[src/rtl/emi_arbiter_pkg.sv]
// Shared definitions for the EMI arbiter: FSM state encodings, owner codes, request bit positions.
// Latency: n/a (types and constants only).
// Backpressure: n/a.
package emi_arbiter_pkg;

    // FSM state encodings shared by the arbiter and anything decoding its state
    typedef enum logic [1:0] {
        ST_IDLE   = 2'b00,
        ST_GNT_IF = 2'b01,
        ST_GNT_LS = 2'b10,
        ST_DONE   = 2'b11
    } state_t;

    // Owner codes presented on the owner output
    localparam logic [1:0] OWNER_NONE = 2'b00;
    localparam logic [1:0] OWNER_IF   = 2'b01;
    localparam logic [1:0] OWNER_LS   = 2'b10;

    // Bit positions of each requester inside the request / winner vectors
    localparam int REQ_IF = 0;
    localparam int REQ_LS = 1;

    // Owner code implied by an FSM state; only the grant states own the bus
    function automatic logic [1:0] owner_of(input state_t s);
        logic [1:0] o;
        o = OWNER_NONE;
        case (s)
            ST_GNT_IF: o = OWNER_IF;
            ST_GNT_LS: o = OWNER_LS;
            default:   o = OWNER_NONE;
        endcase
        return o;
    endfunction

endpackage

[src/rtl/emi_arb_pick.sv]
// Winner selection between the IF and LS requesters; one-hot result, purely combinational.
// Latency: 0 cycles. Optional round-robin via EMI_ARB_ROUND_ROBIN_EN, else LS has fixed priority.
// Backpressure: none; the caller decides when the winner is consumed.
module emi_arb_pick
    import emi_arbiter_pkg::*;
(
    input  logic [1:0] i_reqs,      // bit REQ_IF / bit REQ_LS
    input  logic       i_last_ls,   // 1 when LS held the most recent grant
    output logic [1:0] o_winner     // one-hot, zero when nobody requests
);

`ifndef EMI_ARB_ROUND_ROBIN_EN
    // Fixed priority has no use for history
    logic w_unused_last;
    assign w_unused_last = i_last_ls;
`endif

    // Single requester wins outright; contention resolved by pointer or fixed priority
    always_comb begin
        o_winner = 2'b00;
        if (i_reqs[REQ_IF] && i_reqs[REQ_LS]) begin
`ifdef EMI_ARB_ROUND_ROBIN_EN
            if (i_last_ls) o_winner[REQ_IF] = 1'b1;
            else           o_winner[REQ_LS] = 1'b1;
`else
            o_winner[REQ_LS] = 1'b1;
`endif
        end else if (i_reqs[REQ_LS]) begin
            o_winner[REQ_LS] = 1'b1;
        end else if (i_reqs[REQ_IF]) begin
            o_winner[REQ_IF] = 1'b1;
        end
    end

endmodule

[src/rtl/emi_arbiter.sv]
// Two-requester (IF read-only, LS read/write) arbiter onto a single EMI request/valid port.
// Latency: emi_req rises 1 cycle after a request is sampled in IDLE; valids are combinational from emi_valid.
// Backpressure: a grant is held with all emi_* stable until emi_valid; EMI_ARB_ROUND_ROBIN_EN selects round-robin.
module emi_arbiter
    import emi_arbiter_pkg::*;
#(
    parameter int ADDR_W = 32,
    parameter int DATA_W = 64
) (
    input  logic                clk,
    input  logic                reset,
    // IF requester (reads only)
    input  logic [ADDR_W-1:0]   if_address,
    input  logic                if_req,
    output logic [DATA_W-1:0]   if_rdata,
    output logic                if_valid,
    // LS requester
    input  logic [ADDR_W-1:0]   ls_address,
    input  logic                ls_req,
    input  logic                ls_rnw,
    input  logic [DATA_W-1:0]   ls_wdata,
    input  logic [DATA_W/8-1:0] ls_wbe,
    output logic [DATA_W-1:0]   ls_rdata,
    output logic                ls_valid,
    // EMI side
    output logic [ADDR_W-1:0]   emi_address,
    output logic                emi_req,
    output logic                emi_rnw,
    output logic [DATA_W-1:0]   emi_wdata,
    output logic [DATA_W/8-1:0] emi_wbe,
    input  logic [DATA_W-1:0]   emi_rdata,
    input  logic                emi_valid,
    // Current grant
    output logic [1:0]          owner
);

    localparam int BE_W = DATA_W / 8;

    state_t            r_state;
    state_t            w_state_nxt;
    logic [1:0]        w_winner;
    logic              w_grant;
    logic              w_last_ls;

    logic [ADDR_W-1:0] r_emi_address;
    logic              r_emi_rnw;
    logic [DATA_W-1:0] r_emi_wdata;
    logic [BE_W-1:0]   r_emi_wbe;

    // Requests only matter while IDLE; elsewhere they are ignored entirely
    assign w_grant = (r_state == ST_IDLE) && (w_winner != 2'b00);

`ifdef EMI_ARB_ROUND_ROBIN_EN
    logic r_last_ls;

    // Remember who took the last grant; reset as "LS last" so IF wins first contention
    always_ff @(posedge clk) begin
        if (reset)        r_last_ls <= 1'b1;
        else if (w_grant) r_last_ls <= w_winner[REQ_LS];
    end

    assign w_last_ls = r_last_ls;
`else
    assign w_last_ls = 1'b0;
`endif

    emi_arb_pick u_pick (
        .i_reqs    ({ls_req, if_req}),
        .i_last_ls (w_last_ls),
        .o_winner  (w_winner)
    );

    // State register; reset aborts any transaction in flight
    always_ff @(posedge clk) begin
        if (reset) r_state <= ST_IDLE;
        else       r_state <= w_state_nxt;
    end

    // Next state: grant from IDLE, wait for emi_valid, one DONE cycle, back to IDLE
    always_comb begin
        w_state_nxt = r_state;
        case (r_state)
            ST_IDLE: begin
                if (w_winner[REQ_LS])      w_state_nxt = ST_GNT_LS;
                else if (w_winner[REQ_IF]) w_state_nxt = ST_GNT_IF;
            end
            ST_GNT_IF, ST_GNT_LS: begin
                if (emi_valid) w_state_nxt = ST_DONE;
            end
            ST_DONE: w_state_nxt = ST_IDLE;
            default: w_state_nxt = ST_IDLE;
        endcase
    end

    // Capture the winner's command on the grant edge; held untouched until the next grant
    always_ff @(posedge clk) begin
        if (reset) begin
            r_emi_address <= '0;
            r_emi_rnw     <= 1'b1;
            r_emi_wdata   <= '0;
            r_emi_wbe     <= '0;
        end else if (w_grant) begin
            if (w_winner[REQ_LS]) begin
                r_emi_address <= ls_address;
                r_emi_rnw     <= ls_rnw;
                r_emi_wdata   <= ls_wdata;
                r_emi_wbe     <= ls_wbe;
            end else begin
                // IF is read-only: no write data or byte enables ever leave for it
                r_emi_address <= if_address;
                r_emi_rnw     <= 1'b1;
                r_emi_wdata   <= '0;
                r_emi_wbe     <= '0;
            end
        end
    end

    assign emi_address = r_emi_address;
    assign emi_rnw     = r_emi_rnw;
    assign emi_wdata   = r_emi_wdata;
    assign emi_wbe     = r_emi_wbe;
    assign emi_req     = (r_state == ST_GNT_IF) || (r_state == ST_GNT_LS);
    assign owner       = owner_of(r_state);

    // Read data is shared; the valids alone tell each requester whether it is theirs
    assign if_rdata = emi_rdata;
    assign ls_rdata = emi_rdata;
    assign if_valid = emi_valid && (r_state == ST_GNT_IF);
    assign ls_valid = emi_valid && (r_state == ST_GNT_LS);

endmodule

[config.mk]
export PLATFORM = sky130hd
export DESIGN_NAME = emi_arbiter
export DESIGN_NICKNAME = d
export VERILOG_FILES = /design/src/rtl/emi_arbiter_pkg.sv /design/src/rtl/emi_arb_pick.sv /design/src/rtl/emi_arbiter.sv
export SDC_FILE = /design/constraint.sdc
export NUM_CORES = 1
export LEC_CHECK = 0
export CAP_MARGIN = 30
export CORE_AREA = 3 3 173 175
export DETAILED_ROUTE_END_ITERATION = 8
export DIE_AREA = 0 0 176 178
export PLACE_DENSITY = 0.56
export SETUP_SLACK_MARGIN = 0.05
export SYNTH_ARGS = -nofsm -noshare
export SYNTH_HDL_FRONTEND = slang
export SYNTH_SLANG_ARGS = --single-unit
[constraint.sdc]
create_clock -name clk -period 1.6 [get_ports clk]
set_clock_uncertainty 0.15 [all_clocks]
set_input_delay 0.24 -clock clk [delete_from_list [all_inputs] [get_ports clk]]
set_output_delay 0.24 -clock clk [all_outputs]
set_load 0.01 [all_outputs]
Yosys cells after proc, flatten, opt, wreduce, memory -nomap -nowiden
Index checks and enable logic that the tools add are counted.
- bits in registers: 107
- word-level logic and storage cells: 33
- reduce and logical (&&, ||, !) cells: 9
- muxes and demuxes: 14
- equality and inequality tests: 5
- operator list (kind ; number):
    two-way mux 64 bit ; 1
    two-way mux 32 bit ; 1
    two-way mux 8 bit ; 1
    two-way mux 1 bit ; 6
    two-way mux 2 bit ; 3
    one-hot mux 2 bit (3 select lines) ; 1
    equality test 2 bit, second input constant ; 2
    logical AND 1 bit ; 4
    one-hot mux 2 bit (2 select lines) ; 1
    inequality test 3 bit, second input constant ; 1
    equality test 2 x 1 -> 1 bit, second input constant ; 1
    zero test 2 bit ; 1
    inequality test 2 bit, second input constant ; 1
    AND reduction 2 bit ; 1
    nonzero test 2 bit ; 1
    OR reduction 2 bit ; 1
    logical OR 1 bit ; 1

Logic depth before layout (Yosys ltp)
Gate-level depths: netlist of the first run.
- word-level depth: 6
- depth in mapped cells: 7

Modules after synthesis
A second synthesis of the first run with hierarchy kept.
- cells, all modules: 542
- area total of the unflattened synthesis: 5009.8 um^2
- modules (own cells, without submodules) (module ; seq. area each (um^2) ; cells an instance ; area an instance (um^2) ; times used):
    emi_arbiter ; 2142.1 ; 540 ; 4999.8 ; 1
    emi_arb_pick ; 0.0 ; 2 ; 10.0 ; 1

Least setup slack after synthesis of the first run
OpenSTA, ideal clock, no wires.
- kind: flip-flop to flip-flop
- start: register r_state[0]
- end: register r_emi_wdata[10] (netlist: emi_wdata[10])
- stages on the path, launching flop included: 8
- clock period less this slack: 1.704 ns
- path buffers: 2
- data required time: 1.333 ns
- arrival time: 1.437 ns
- path slack: -0.104 ns
- cells stage by stage: dfxtp_1 > inv_1 > ha_1 > nor2b_2 > and2_1 > buf_4 > buf_4 > a22o_1
- longest elaborated chain between the ends: 2
- RTL lines (what ; RTL line ; RTL):
    start, declared ; emi_arbiter.sv:39 ; state_t r_state;
    start signal, assigned ; emi_arbiter.sv:76 ; else r_state <= w_state_nxt;
    zero test 2 bit ; emi_arbiter.sv:51 ; assign w_grant = (r_state == ST_IDLE) && (w_winner != 2'b00);
    logical AND 1 bit ; emi_arbiter.sv:51 ;
    end signal, assigned ; emi_arbiter.sv:106 ; r_emi_wdata <= ls_wdata;
    end, declared ; emi_arbiter.sv:47 ; logic [DATA_W-1:0] r_emi_wdata;
Every way passes these cells.
A chain may end at the register's enable or synchronous reset.

Worst setup path after layout of the first run
- start: register r_state[0]
- end: output if_valid
- longest elaborated chain between the ends: 2
- RTL lines (what ; RTL line ; RTL):
    equality test 2 x 1 -> 1 bit ; emi_arbiter.sv:128 ; assign if_valid = emi_valid && (r_state == ST_GNT_IF);
    logical AND 1 bit ; emi_arbiter.sv:128 ;
    end, declared ; emi_arbiter.sv:16 ; output logic if_valid,
Every way passes these cells.

==> run metrics, run 1 <==
Cell Chain, Critical Path=buf_4 -> ha_2 -> and2_1 -> buf_2; yosys warns=0; Synth Instances=between 400 and 500; Die Span Y=178 um; CP arrival=between 1 and 1.5 ns; Post-DRT Antenna Nets=0; Seq/Total Area, Yosys=0.457; first-pass GRT wire length=22700 um; post-route cell area=approximately 8000 um2; failing checks=setup timing; core area=approximately 29000 um2; share of layout cells above drive strength 1=0.195; Psw=~3300 uW; Crit. End Element=primary output; worst vdd ir=about 0.00040 V; 1st-pass router iterations=4; crit path max-delay cell type=dfxtp_2; crit start category=flip-flop; # port buffers=roughly 250; CTS clk-pin slew, worst paths=0.08 ns; Flop pwr share=0.345; antenna violations before repair=0; CTS tree=built; wire length per cell=18.1 um; FF-to-FF setup slack=-0.04 ns; fin cells=979; WP data required=1.21 ns; clock buffer count from CTS=9; Final Util=0.272; MaxCap Viol Count=0; root buf cell=clkbuf_16; register bit total from synthesis=~110; internal power=6830 uW; clock share of power=0.226; Netlist cell types=23; largest net degree at the start of global routing=37; run status=finished with violations; Post-Syn Nets=between 600 and 700; I/O pin count=about 440; Inserted Diodes=0; Slowest Stage Delay on Critical Path=approximately 0.34 ns; Total GRT Usage=0.0970; Die W=about 180 um; die footprint=~31000 um2; DP Cell Count=between 900 and 1000; Hold Fails Final Rpt=0; filler cell count=between 2000 and 3000; slew margin rel.=0.774; PwrDens=1310 nW/um2; row cnt=62; RSZ-0062 raised after global routing=yes; CTS max path bufs=2; number of clock sinks=between 100 and 150; initial DRC count=between 60 and 70; CP Max Fanout=3; initial core utilization=0.164; clock latency on the worst-skew pair=0.35 ns; # H-tree levels=3; Setup WS post-layout=-0.0626 ns; worst slack, placed=-0.180 ns; vias in the first global route=3682; Post-Syn Area=4690 um2; DRC errors left=0; switching share of power=0.328; Vias/cell=roughly 3.7; Final Setup Violations=between 50 and 60; Worst Tran Pin Value=around 0.33 ns; max-slew violation count=0; nets=~800; Final Cycle Share=1.04; Syn-to-layout area delta=66.0%; Static Leak=~0.0035 uW; Post-DP HPWL=around 11000 um; dpl cell area=6860 um2; CTS hold repair buffers=0; Crit Path Class=flip-flop to primary output; Comb pwr share=0.430; final WL=17700 um; GP Congestion=0.672; Final min period=1.66 ns; Worst Hold Class=primary input to flip-flop; Mean Syn Cell Area=between 10 and 15 um2; setup TNS after final layout=-1.14 ns; grt ovf=0; Max Clk Rate=roughly 600 MHz; routed vias=between 3000 and 4000
==> final timing paths <==
kind	to	from	cells after the start
hold reg to reg	emi_address[17]	emi_address[17]	1
setup reg to reg	emi_wdata[52]	r_state[1]	7
hold / removal	emi_rnw	ls_req	4
setup / recovery	if_valid	r_state[0]	4
==> registers in the layout, indices dropped and copies added (netlist names) <==
| signal | flops |
|---|---|
| emi_wdata | 64 |
| emi_address | 32 |
| r_state | 2 |
| emi_rnw | 1 |
| emi_wbe | 8 |
==> power by group through the flow <==
stage / logic (uW) / clock network, uW / registers [uW]
4_1_cts: 3930 / 2460 / 3500
2_1_floorplan: 1610 / 0 / 3760
3_3_place_gp: 3530 / 0 / 3550
3_5_place_dp: 3540 / 0 / 3540
5_1_grt: 4710 / 2550 / 3580
6_report: 4370 / 2300 / 3500
==> routing by layer <==
metal / track usage / vias to the layer above / wire length [um]
li1: - / 1728 / -
met1: 0.0954 / 1640 / 6280
met2: 0.176 / 237 / 9300
met3: 0.0460 / 36 / 1720
met4: 0.0399 / 0 / 438
met5: 0 / - / 0
==> stage by stage <==
step | total power [uW] | hold slack (ns)
2_1_floorplan | 5370 | 0.215
3_3_place_gp | 7080 | 0.294
3_5_place_dp | 7080 | 0.296
4_1_cts | 9900 | 0.226
5_1_grt | 10800 | 0.260
6_report | 10200 | 0.269
==> synthesized netlist by cell type <==
library cell | instances | area share
a21boi_0 | 1 | 0.0016
ha_1 | 5 | 0.013
nor2_1 | 1 | 0.00080
nand2_1 | 1 | 0.00080
buf_2 | 8 | 0.0085
o32a_1 | 1 | 0.0021
nor2b_2 | 1 | 0.0019
o21a_1 | 1 | 0.0016
nor2_2 | 1 | 0.0013
clkbuf_1 | 1 | 0.00080
a211oi_1 | 1 | 0.0016
o22a_1 | 2 | 0.0037
nor3b_1 | 1 | 0.0016
a22o_1 | 72 | 0.13
dfxtp_1 | 107 | 0.46
inv_1 | 4 | 0.0032
mux2i_1 | 32 | 0.068
o2bb2ai_1 | 32 | 0.060
buf_1 | 1 | 0.00080
buf_4 | 144 | 0.23
o21ai_1 | 1 | 0.0011
a2bb2oi_1 | 1 | 0.0019
and2_1 | 3 | 0.0040
==> repair_timing <==
item | 4_1_cts | 5_1_grt
gates cloned | 6 | 13
endpoints found under the setup margin | 212 | 109
buffers inserted | 6 | 11
pin swaps | 17 | 5
resized for setup | 168 | 20
==> logic make-up after synthesis <==
family          count (synthesis)  share of synthesized area
compound gates                112                      0.208
fa+ha+maj                       5                     0.0133
buf+inv                       158                      0.244
flops                         107                      0.457
mux                            32                     0.0683
simple gates                    8                     0.0104
==> critical path: cells and delay by family, from the launching register on <==
family,cells,cell delay [ns]
adders and majority gates,1,0.18
buffers and inverters,2,0.29
DFF,1,0.34
and+or+nand+nor,1,0.13
==> cell usage in the layout (no fill, tap or decap), types with 3 or more instances in the layout <==
master and count:
mux2i_1 32, dlygate4sd2_1 105, buf_2 3, clkbuf_16 17, dfxtp_1 104, ha_4 4
clkdlybuf4s50_1 140, buf_6 18, a22o_1 72, buf_12 10, o2bb2ai_2 18, buf_4 21
buf_16 4, o2bb2ai_1 14
==> final cells by class <==
class | count | area [um2] | share of cell area
Clock buffer | 10 | 239 | 0.0307
Clock inverter | 6 | 65.1 | 0.00835
Inverter | 4 | 17.5 | 0.00225
Multi-Input combinational cell | 158 | 1620 | 0.208
Sequential cell | 107 | 2150 | 0.276
Tap cell | 384 | 480 | 0.0617
Timing Repair Buffer | 310 | 3220 | 0.414
Power figures use the tool's default switching activity.
==> run 2: changes to the inputs <==
--- a/config.mk
+++ b/config.mk
@@ -9,7 +9,6 @@
 export CORE_AREA = 3 3 173 175
 export DETAILED_ROUTE_END_ITERATION = 8
 export DIE_AREA = 0 0 176 178
-export PLACE_DENSITY = 0.56
 export SETUP_SLACK_MARGIN = 0.05
 export SYNTH_ARGS = -nofsm -noshare
 export SYNTH_HDL_FRONTEND = slang
==> run metrics, run 2 (synthesized netlist as in run 1, its figures left out) <==
first-pass GRT wire length=22300 um; Crit. End Element=flip-flop; DRC errors left=0; Psw=between 3000 and 4000 uW; nets=just under 800; Syn-to-layout area delta=57.0%; # port buffers=between 200 and 300; Hold Fails Final Rpt=0; clock share of power=0.249; max-slew violation count=0; CP Max Fanout=14; Worst Hold Class=primary input to flip-flop; share of layout cells above drive strength 1=0.123; slew margin rel.=0.782; Final min period=1.67 ns; hold slack=0.215 ns; CP arrival=approximately 1.8 ns; MaxCap Viol Count=0; largest net degree at the start of global routing=33; CTS max path bufs=2; antenna violations before repair=1; routed vias=3521; WP data required=~1.7 ns; max FFs per register=64; Static Leak=around 0.0033 uW; # H-tree levels=3; Final Setup Violations=between 90 and 100; FF-to-FF setup slack=-0.07 ns; RSZ-0062 raised after global routing=yes; Power Total=between 9000 and 10000 uW; crit start category=flip-flop; failing checks=setup timing; initial core utilization=0.164; Post-DRT Antenna Nets=0; grt ovf=0; Total GRT Usage=0.0926; Max Clk Rate=around 600 MHz; 1st-pass router iterations=4; row cnt=between 60 and 70; RR Endpoint=emi_wdata[30]; hold path depth=3; CTS tree=built; wire length per cell=about 17 um; vias in the first global route=around 3800; Worst Tran Pin Value=about 0.32 ns; initial DRC count=76; commonest non-fill, non-tap cell in the layout=clkdlybuf4s50_1; post-route cell area=approximately 7400 um2; Crit Path Class=flip-flop to flip-flop; Final Cycle Share=1.04; Setup WS post-layout=-0.0678 ns; GP Congestion=0.704; clock buffer count from CTS=9; dpl cell area=6810 um2; run status=finished with violations; root buf cell=clkbuf_16; Inserted Diodes=0; WHS Endpoint=emi_rnw; number of clock sinks=107; core area=around 29000 um2; internal power=about 6600 uW; CTS clk-pin slew, worst paths=roughly 0.080 ns; I/O pin count=between 400 and 500; worst vdd ir=a little under 0.0005 V; Post-DP HPWL=11300 um; clock latency on the worst-skew pair=approximately 0.34 ns; commonest cells after routing, fill and taps aside=140 x clkdlybuf4s50_1, 105 x dlygate4sd2_1, 104 x dfxtp_1; PwrDens=between 1000 and 1500 nW/um2; Die W=between 150 and 200 um; Vias/cell=3.70; Flop pwr share=0.362; Comb pwr share=0.389; Worst R2R Start=r_state[0]; Die Span Y=178 um; die footprint=roughly 31000 um2; Worst Hold Launch=ls_req; switching share of power=0.319; final WL=15800 um; Worst R2R Path Depth=7
==> run 2: power by group through the flow <==
stage                     sequential, uW  clock, uW  combinational, uW
after global placement              3560          0               3430
final                               3500       2410               3750
after detailed placement            3550          0               3460
after floorplan                     3760          0               1610
after CTS                           3490       2550               3550
after global routing                3570       2640               4020
==> run 2: what timing repair did <==
action	in CTS	in global routing
setup buffers	7	0
cloned	4	4
pin swaps	13	2
setup endpoints to repair	214	110
endpoints found under the hold margin	0	0
hold buffers	0	0
gates resized for setup	152	5
==> run 2: worst max path at each step <==
stage                           from             to  slack [ns]  cells past startpoint
after global placement         reset     emi_wbe[7]       -0.21                      5
final                     r_state[0]  emi_wdata[30]       -0.07                      7
after floorplan           r_state[1]  emi_wdata[10]        0.05                      7
after CTS                 r_state[1]       ls_valid       -0.08                      4
after detailed placement       reset  emi_wdata[30]       -0.23                      5
after global routing      r_state[0]  emi_wdata[56]       -0.10                      7
==> run 2: area by class of cell <==
type	count	area [um2]
multi-input combinational	157	1470
timing repair buffer	284	2930
clock buffer	9	225
clock inverter	7	91.3
tap	384	480
fill	3002	21300
inverter	4	20.0
sequential	107	2150
==> run 2: stage by stage <==
stage / TNS, ns / setup WS (ns) / cells / utilization
after CTS: -3.24 / -0.0788 / 948 / 0.253
after global routing: -8.28 / -0.102 / 952 / 0.257
after detailed placement: -20.26 / -0.233 / 921 / 0.238
after global placement: -17.86 / -0.206 / 921 / 0.238
final: -3.87 / -0.0678 / 952 / 0.257
after floorplan: 0 / 0.0506 / 422 / -
==> run 2: per-layer routing <==
layer,global-route usage,up-vias,share of wire
met5,0,-,0.00082
met4,0.0360,2,0.024
met3,0.0475,31,0.11
met2,0.172,245,0.52
met1,0.0860,1579,0.34
li1,-,1664,-
==> run 2: worst max-delay path, cell delays in order (launching register included) <==
cell	delay (ns)
dfxtp_2	0.35
inv_4	0.08
ha_4	0.14
o21a_1	0.19
nor2_4	0.06
buf_12	0.17
clkbuf_16	0.18
a22o_1	0.23
